--- config.mk ---
export PLATFORM = sky130hd
export DESIGN_NAME = not_unit_arbiter
export DESIGN_NICKNAME = d
export VERILOG_FILES = /design/src/rtl/not_unit_arbiter.sv
export SDC_FILE = /design/constraint.sdc
export NUM_CORES = 1
export LEC_CHECK = 0
export BUFFER_PORTS_ARGS = -buffer_cell sky130_fd_sc_hd__buf_2
export CELL_PAD_IN_SITES_DETAIL_PLACEMENT = 1
export CELL_PAD_IN_SITES_GLOBAL_PLACEMENT = 2
export CORE_MARGIN = 4
export CORE_UTILIZATION = 31
export DETAILED_ROUTE_END_ITERATION = 7
export PLACE_DENSITY = 0.77
export SYNTH_ARGS = -nofsm -noshare
export SYNTH_HDL_FRONTEND = slang
export SYNTH_SLANG_ARGS = --single-unit
--- constraint.sdc ---
create_clock -name clk -period 1.7 [get_ports clk]
set_input_delay 0.34 -clock clk [delete_from_list [all_inputs] [get_ports clk]]
set_output_delay 0.34 -clock clk [all_outputs]
set_load 0.05 [all_outputs]
--- src/rtl/not_unit_arbiter.sv ---
// Round-robin sequencer that shares one WIDTH-bit inverter among four requesters.
// Each operation walks IDLE -> LOAD -> EXEC -> RESP and returns ~operand with a one-cycle ack.
module not_unit_arbiter #(
    parameter int WIDTH = 8
) (
    input  logic             clk,
    input  logic             rst,
    input  logic [3:0]       req,
    input  logic [WIDTH-1:0] din0,
    input  logic [WIDTH-1:0] din1,
    input  logic [WIDTH-1:0] din2,
    input  logic [WIDTH-1:0] din3,
    output logic [3:0]       ack,
    output logic [WIDTH-1:0] dout,
    output logic             dout_valid,
    output logic [1:0]       gnt_id,
    output logic             busy,
    output logic [7:0]       op_count
);

    typedef enum logic [1:0] {
        IDLE = 2'd0,
        LOAD = 2'd1,
        EXEC = 2'd2,
        RESP = 2'd3
    } state_t;

    state_t           state_r;
    state_t           state_s;
    logic [1:0]       ptr_r;
    logic [1:0]       winner_s;
    logic [WIDTH-1:0] op_reg_r;
    logic [WIDTH-1:0] din_sel_s;

    // First requester found when searching ptr+1, ptr+2, ptr+3, ptr (mod 4).
    function automatic logic [1:0] rr_pick(input logic [3:0] r, input logic [1:0] p);
        logic [1:0] idx;
        logic [1:0] pick;
        logic       found;
        pick  = p;
        found = 1'b0;
        for (int k = 1; k <= 4; k++) begin
            idx = p + k[1:0];
            if (!found && r[idx]) begin
                pick  = idx;
                found = 1'b1;
            end else begin
                found = found;
            end
        end
        return pick;
    endfunction

    // Round-robin winner for the current request vector.
    always_comb begin
        winner_s = rr_pick(req, ptr_r);
    end

    // Operand mux selected by the registered grant.
    always_comb begin
        din_sel_s = din0;
        case (gnt_id)
            2'd0:    din_sel_s = din0;
            2'd1:    din_sel_s = din1;
            2'd2:    din_sel_s = din2;
            2'd3:    din_sel_s = din3;
            default: din_sel_s = din0;
        endcase
    end

    // Next-state logic.
    always_comb begin
        state_s = state_r;
        case (state_r)
            IDLE: begin
                if (|req) begin
                    state_s = LOAD;
                end else begin
                    state_s = IDLE;
                end
            end
            LOAD:    state_s = EXEC;
            EXEC:    state_s = RESP;
            RESP:    state_s = IDLE;
            default: state_s = IDLE;
        endcase
    end

    // State register; busy is registered from the next state so it tracks state != IDLE.
    always_ff @(posedge clk or posedge rst) begin
        if (rst) begin
            state_r <= IDLE;
            busy    <= 1'b0;
        end else begin
            state_r <= state_s;
            busy    <= (state_s != IDLE);
        end
    end

    // Grant capture and pointer update, only on IDLE -> LOAD; pointer resets to 3 so requester 0 wins first.
    always_ff @(posedge clk or posedge rst) begin
        if (rst) begin
            gnt_id <= 2'd0;
            ptr_r  <= 2'd3;
        end else if (state_r == IDLE && (|req)) begin
            gnt_id <= winner_s;
            ptr_r  <= winner_s;
        end
    end

    // Datapath: operand sampled only in LOAD, result and completion pulse produced in EXEC.
    always_ff @(posedge clk or posedge rst) begin
        if (rst) begin
            op_reg_r   <= '0;
            dout       <= '0;
            dout_valid <= 1'b0;
            ack        <= 4'b0000;
            op_count   <= 8'd0;
        end else begin
            case (state_r)
                LOAD: begin
                    op_reg_r <= din_sel_s;
                end
                EXEC: begin
                    dout       <= ~op_reg_r;
                    dout_valid <= 1'b1;
                    ack        <= 4'b0001 << gnt_id;
                    op_count   <= op_count + 8'd1;
                end
                RESP: begin
                    dout_valid <= 1'b0;
                    ack        <= 4'b0000;
                end
                default: begin
                    dout_valid <= 1'b0;
                    ack        <= 4'b0000;
                end
            endcase
        end
    end

endmodule

==> out/metrics.cfg, run 1 <==
[logic_synthesis]
synth_area_leaders=dfrtp_1 (50%), mux4_2 (9.3%), mux2_4 (6.2%), dfstp_2 (3.1%), ha_1 (2.9%)
netlist.area_leader.share_pct=50.0
synth_compound_area_share_pct=9.99
yosysSeqAreaShare_pct=53.0
yosys_warnings=0
synthXorXnorAreaFrac_pct=3.60
synth_area_leader_cell=dfrtp_1
synth_top_family_by_area=multiplexers
synth_edf_count=0
synth-simple-area-share_pct=9.18
synth.distinct_cells=33
syn_area_per_cell_um2=12.9
synth-seq-cells=36
async_flop_share_pct=100
muxShareOfSynthArea_pct=18.3
synthFlopType=dfrtp_1
synthAdderAreaFrac_pct=2.94
syn_area_um2=1700
synth_cells=132
synth_fp_nets=174

[outcome]
violations=hold timing
status=finished with violations

[critical_path]
startpoint_type=flop
path_class=flop to flop
max_stage_delay_ns=0.60
reg2reg_from=gnt_id[0]
rrSetupSlack_ns=0.14
slowest_stage=mux4_1
worstSetupEndpointType=flop
reg2reg_to=op_reg_r[6]
crit_buf_inv=0
cp_cell_sequence=mux4_1 -> mux2_2
path_delay_family=multiplexers
ff2ff_path_depth=2
crit_fanout=12
critPathArrivalTime_ns=1.73
crit_required_ns=1.88

[floorplanning]
core.rowCount=26
ios=62
chipWidth_um=82.1
core_area_um2=5200
start_util_pct=32.7
die_area_um2=6740
die_h_um=82.1

[timing]
hold_ws_ns=-0.000690
rsz0062_at_grt=no
finalCritPeriodShare_pct=91.6
fmax_mhz=642
hold_viol=1
maxSlewHeadroom_pct=70.9
setup_violations=0
tightest_slew_ns=0.434
drv_slew=0
final.setup.tns_ns=0
fin_crit_ns=1.56
skew_ns=0.0103

[routing]
drtIter0Drc=46
drtPass1Iterations=4
route.detailed.drc=0
wirelength_mm=4.30
ant_nets=0
vias_per_cell=4.72
wire_per_inst_um=16.0
via_count=1270

[final_layout]
final_util_pct=42.4
diodes=0
syn_to_final_growth_pct=29.5
final_common_cell=buf_2
drive_above_1_share_pct=47.2
final_nets=240
final_cell_mix=buf_2 (61), dfrtp_1 (32), nor2_1 (10), nand2_1 (10), a21oi_1 (9)

[power_and_ir_drop]
p_sw_share_pct=45.5
power_density_nw_per_um2=2160
p_int_mw=2.59
power_frac_comb_pct=50.1
seq_power_share_pct=34.4
power_frac_clock_pct=15.5
vdd_drop_max_mv=1.12
switching_power_mw=2.17
power.leakage_nw=1.06

[placed_design]
gp_congestion=0.740
io_buffers=61
dp_hpwl_mm=3.49

[cts]
root_buffer=clkbuf_8
post-cts-setup-buffers=0
cts_sinks=36
clockBufferDepth=2
cts-buffers-inserted=5
hold_buffers=0
clk_pin_slew_worst_paths_ns=0.08
cts_htree_levels=2
cts_resized=0
cts_tree=yes
insertion_delay_ns=0.29

[grt]
antenna_found_initial=0
grt_pass1_wl_mm=6.82
grt_pass1_vias=1425
grt_max_degree=23
grt.total_usage_pct=13.6
grt_overflow=0

[hold_path]
hp-class=input pin to asynchronous set/reset pin

[job]
maxCapViolations=0

-- logic make-up (layout without fill, tap and decap cells) --
logic type | Yosys count | after routing
flops | 36 | 36
mux | 17 | 17
xor+xnor | 7 | 7
compound gates | 24 | 24
buf+inv | 11 | 78
simple gates | 33 | 33
fa+ha+maj | 4 | 4
-- stage by stage --
stage | cell area, µm² | worst slack, ns | power, mW | std cells | hold WS [ns]
4_1_cts | 2200 | 0.108 | 4.84 | 269 | 0.00502
5_1_grt | 2200 | 0.0594 | 5.08 | 269 | 0.0187
3_5_place_dp | 2100 | 0.120 | 4.08 | 261 | 0.321
6_report | 2200 | 0.143 | 4.76 | 269 | -0.000690
2_1_floorplan | 1710 | 0.107 | 3.47 | 132 | 0.418
3_3_place_gp | 2100 | 0.175 | 3.97 | 261 | 0.317
-- power groups by stage --
stage,Sequential (mW),Combinational [mW],Clock (mW)
6_report,1.64,2.39,0.736
5_1_grt,1.71,2.56,0.802
4_1_cts,1.66,2.42,0.756
3_5_place_dp,1.66,2.41,0
3_3_place_gp,1.63,2.33,0
2_1_floorplan,2.31,1.17,0
-- synthesized netlist by cell type (3+ instances only) --
library cell and number:
inv_1 5, ha_1 4, o31ai_1 3, mux4_2 7
o21ai_0 6, mux2_4 7, nor2_1 10, nand2_1 10
clkbuf_1 3, dfrtp_1 34, xnor2_1 5, a21oi_1 9
-- flip-flops by register name, indices dropped and copies added, names as in the netlist --
signal      cells
gnt_id          2
op_reg_r        8
ptr_r           2
state_r         2
ack             4
dout            8
dout_valid      1
busy            1
op_count        8
-- metal layers --
metal | up-vias | global-route usage [%] | routed length (µm) | part of all wire, %
met5 | - | 0 | 0 | 0
met4 | 0 | 4.98 | 58 | 1.3
met3 | 6 | 3.80 | 293 | 6.8
met2 | 39 | 21.9 | 2150 | 50
met1 | 620 | 17.4 | 1800 | 42
li1 | 605 | - | - | -
-- worst max-delay path by stage --
stage,startpoint,to,slack [ns],depth (start not counted)
2_1_floorplan,gnt_id[0],op_reg_r[1],0.11,3
3_3_place_gp,gnt_id[0],op_reg_r[6],0.18,2
3_5_place_dp,gnt_id[0],op_reg_r[6],0.12,2
4_1_cts,gnt_id[0],op_reg_r[6],0.11,2
5_1_grt,gnt_id[0],op_reg_r[6],0.06,2
6_report,gnt_id[0],op_reg_r[6],0.14,2
-- layout make-up --
cell class / instances / area, µm²
Sequential cell: 36 / 906
Clock buffer: 6 / 72.6
Multi-Input combinational cell: 85 / 749
Clock inverter: 2 / 35.0
Timing Repair Buffer: 65 / 335
Fill cell: 588 / 3000
Inverter: 5 / 18.8
Tap cell: 70 / 87.6
No activity file was read; power rests on OpenSTA's default activity.
==> run 2, diff against run 1 <==
--- a/config.mk
+++ b/config.mk
@@ -11,6 +11,7 @@
 export CORE_MARGIN = 4
 export CORE_UTILIZATION = 31
 export DETAILED_ROUTE_END_ITERATION = 7
+export HOLD_SLACK_MARGIN = 0.03
 export PLACE_DENSITY = 0.77
 export SYNTH_ARGS = -nofsm -noshare
 export SYNTH_HDL_FRONTEND = slang
==> run 2 against run 1 <==
Against the previous run:
- hold slack improved by 0.40 ns
- clock skew unchanged
- routed wire length about the same
- critical endpoint unchanged
- total power is essentially flat
- utilization is 0.19 points higher
- non-clock buffer count is 1 higher
- largest cell class unchanged
- combinational power about the same
- maximum frequency unchanged
- the flow now finishes without violations
- count of clock-buffer cells in the layout is the same
- register-to-register slack hardly changed
==> out/metrics.cfg, run 2 (synthesized netlist as in run 1, its figures left out) <==
[outcome]
status=completed  ; was finished with violations

[timing]
final.setup.tns_ns=0  ; unchanged
skew_ns=0.0103  ; unchanged
maxSlewHeadroom_pct=70.9  ; unchanged
fin_ws_ns=0.143  ; about the same
fin_crit_ns=1.56  ; about the same
tightest_slew_ns=0.434  ; unchanged
setup_violations=0  ; unchanged
drv_slew=0  ; unchanged
finalCritPeriodShare_pct=91.6  ; about the same
rsz0062_at_grt=no  ; unchanged
hold_viol=0  ; was 1
fmax_mhz=642  ; unchanged

[power_and_ir_drop]
switching_power_mw=2.17  ; about the same
power.leakage_nw=1.06  ; about the same
seq_power_share_pct=34.4  ; about the same
fin_total_pwr_mw=4.76  ; about the same
p_sw_share_pct=45.5  ; about the same
power_frac_comb_pct=50.2  ; was 50.1%
power_density_nw_per_um2=2150  ; was 2160 nW/µm²
p_int_mw=2.60  ; was 2.59 mW
power_frac_clock_pct=15.5  ; about the same
vdd_drop_max_mv=1.12  ; about the same

[final_layout]
syn_to_final_growth_pct=30.1  ; was 29.5%
final_nets=241  ; was 240
top_regs=dout x8, op_count x8, op_reg_r x8  ; unchanged
final_common_cell=buf_2  ; unchanged
diodes=0  ; unchanged
final_cell_mix=buf_2 (61), dfrtp_1 (32), nor2_1 (10), nand2_1 (10), a21oi_1 (9)  ; unchanged
drive_above_1_share_pct=47.0  ; was 47.2%

[critical_path]
rrSetupSlack_ns=0.14  ; about the same
critPathArrivalTime_ns=1.74  ; was 1.73 ns
ff2ff_path_depth=2  ; unchanged
critical_path.endpoint=op_reg_r[6]  ; unchanged
path_class=flop to flop  ; unchanged
reg2reg_from=gnt_id[0]  ; unchanged
worstSetupEndpointType=flop  ; unchanged
startpoint_type=flop  ; unchanged
reg2reg_to=op_reg_r[6]  ; unchanged
crit_required_ns=1.88  ; about the same
crit_fanout=12  ; unchanged
crit_start=gnt_id[0]  ; unchanged

[cts]
cts_sinks=36  ; unchanged
insertion_delay_ns=0.29  ; about the same
cts-buffers-inserted=5  ; unchanged
clk_pin_slew_worst_paths_ns=0.08  ; about the same
cts_resized=0  ; unchanged
clockBufferDepth=2  ; unchanged
root_buffer=clkbuf_8  ; unchanged
cts_htree_levels=2  ; unchanged
cts_tree=yes  ; unchanged

[routing]
drtIter0Drc=45  ; was 46
wirelength_mm=4.31  ; was 4.30 mm
drtPass1Iterations=4  ; unchanged
ant_nets=0  ; unchanged
wire_per_inst_um=15.9  ; was 16.0 µm
via_count=1272  ; was 1,270
route.detailed.drc=0  ; unchanged
vias_per_cell=4.71  ; was 4.72

[placed_design]
dp_hpwl_mm=3.49  ; unchanged
io_buffers=61  ; unchanged
gp_congestion=0.740  ; unchanged
post-place-ws_ns=0.120  ; unchanged

[grt]
grt_overflow=0  ; unchanged
grt.total_usage_pct=13.6  ; unchanged
grt_pass1_vias=1425  ; unchanged
grt_max_degree=23  ; unchanged
grt_pass1_wl_mm=6.82  ; unchanged
antenna_found_initial=0  ; unchanged

[floorplanning]
ios=62  ; unchanged
start_util_pct=32.7  ; unchanged
die_h_um=82.1  ; unchanged
core_area_um2=5200  ; unchanged
core.rowCount=26  ; unchanged
die_area_um2=6740  ; unchanged
chipWidth_um=82.1  ; unchanged

[job]
maxCapViolations=0  ; unchanged

[hold_path]
min_path_cells=3
hp-class=input pin to flop  ; was input pin to asynchronous set/reset pin

run 2: worst min-delay path by stage:
| stage | start | to | slack [ns] |
|---|---|---|---|
| 2_1_floorplan | op_reg_r[6] | dout[6] | 0.42 |
| 3_5_place_dp | rst | dout[6] | 0.32 |
| 5_1_grt | req[2] | state_r[0] | 0.40 |
| 3_3_place_gp | rst | dout[6] | 0.32 |
| 4_1_cts | req[2] | state_r[0] | 0.40 |
| 6_report | req[2] | state_r[0] | 0.40 |
run 2: repair_timing:
item	CTS	global route
buffers inserted	0	0
hold buffers	1	0
hold endpoints to repair	5	0
run 2: cell type report:
class	count	area (µm²)
Multi-Input combinational cell	85	749
Clock buffer	6	72.6
Clock inverter	2	35.0
Inverter	5	18.8
Fill cell	587	2990
Timing Repair Buffer	66	345
Tap cell	70	87.6
Sequential cell	36	906
run 2: power groups by stage:
stage	Combinational (mW)	Clock [mW]	Sequential, mW
after floorplan	1.17	0	2.31
after global placement	2.33	0	1.63
after detailed placement	2.41	0	1.66
after CTS	2.43	0.756	1.66
after global routing	2.57	0.802	1.71
final	2.39	0.736	1.64
run 2: critical path: stages, from the launching register on:
cell and delay [ns]:
dfrtp_2 0.57, mux4_1 0.60, mux2_2 0.27
run 2: routing by layer:
layer	wire (µm)	global-route usage, %
met1	1810	17.5
met2	2150	21.9
met3	283	3.69
met4	58	4.98
met5	0	0
run 2: per-stage QoR:
stage / hold slack (ns) / cells / utilization, % / instance area [µm²]
final: 0.401 / 270 / 42.5 / 2210
after global routing: 0.404 / 270 / 42.5 / 2210
after CTS: 0.399 / 270 / 42.5 / 2210
after detailed placement: 0.321 / 261 / 40.3 / 2100
after global placement: 0.317 / 261 / 40.3 / 2100
after floorplan: 0.418 / 132 / - / 1710
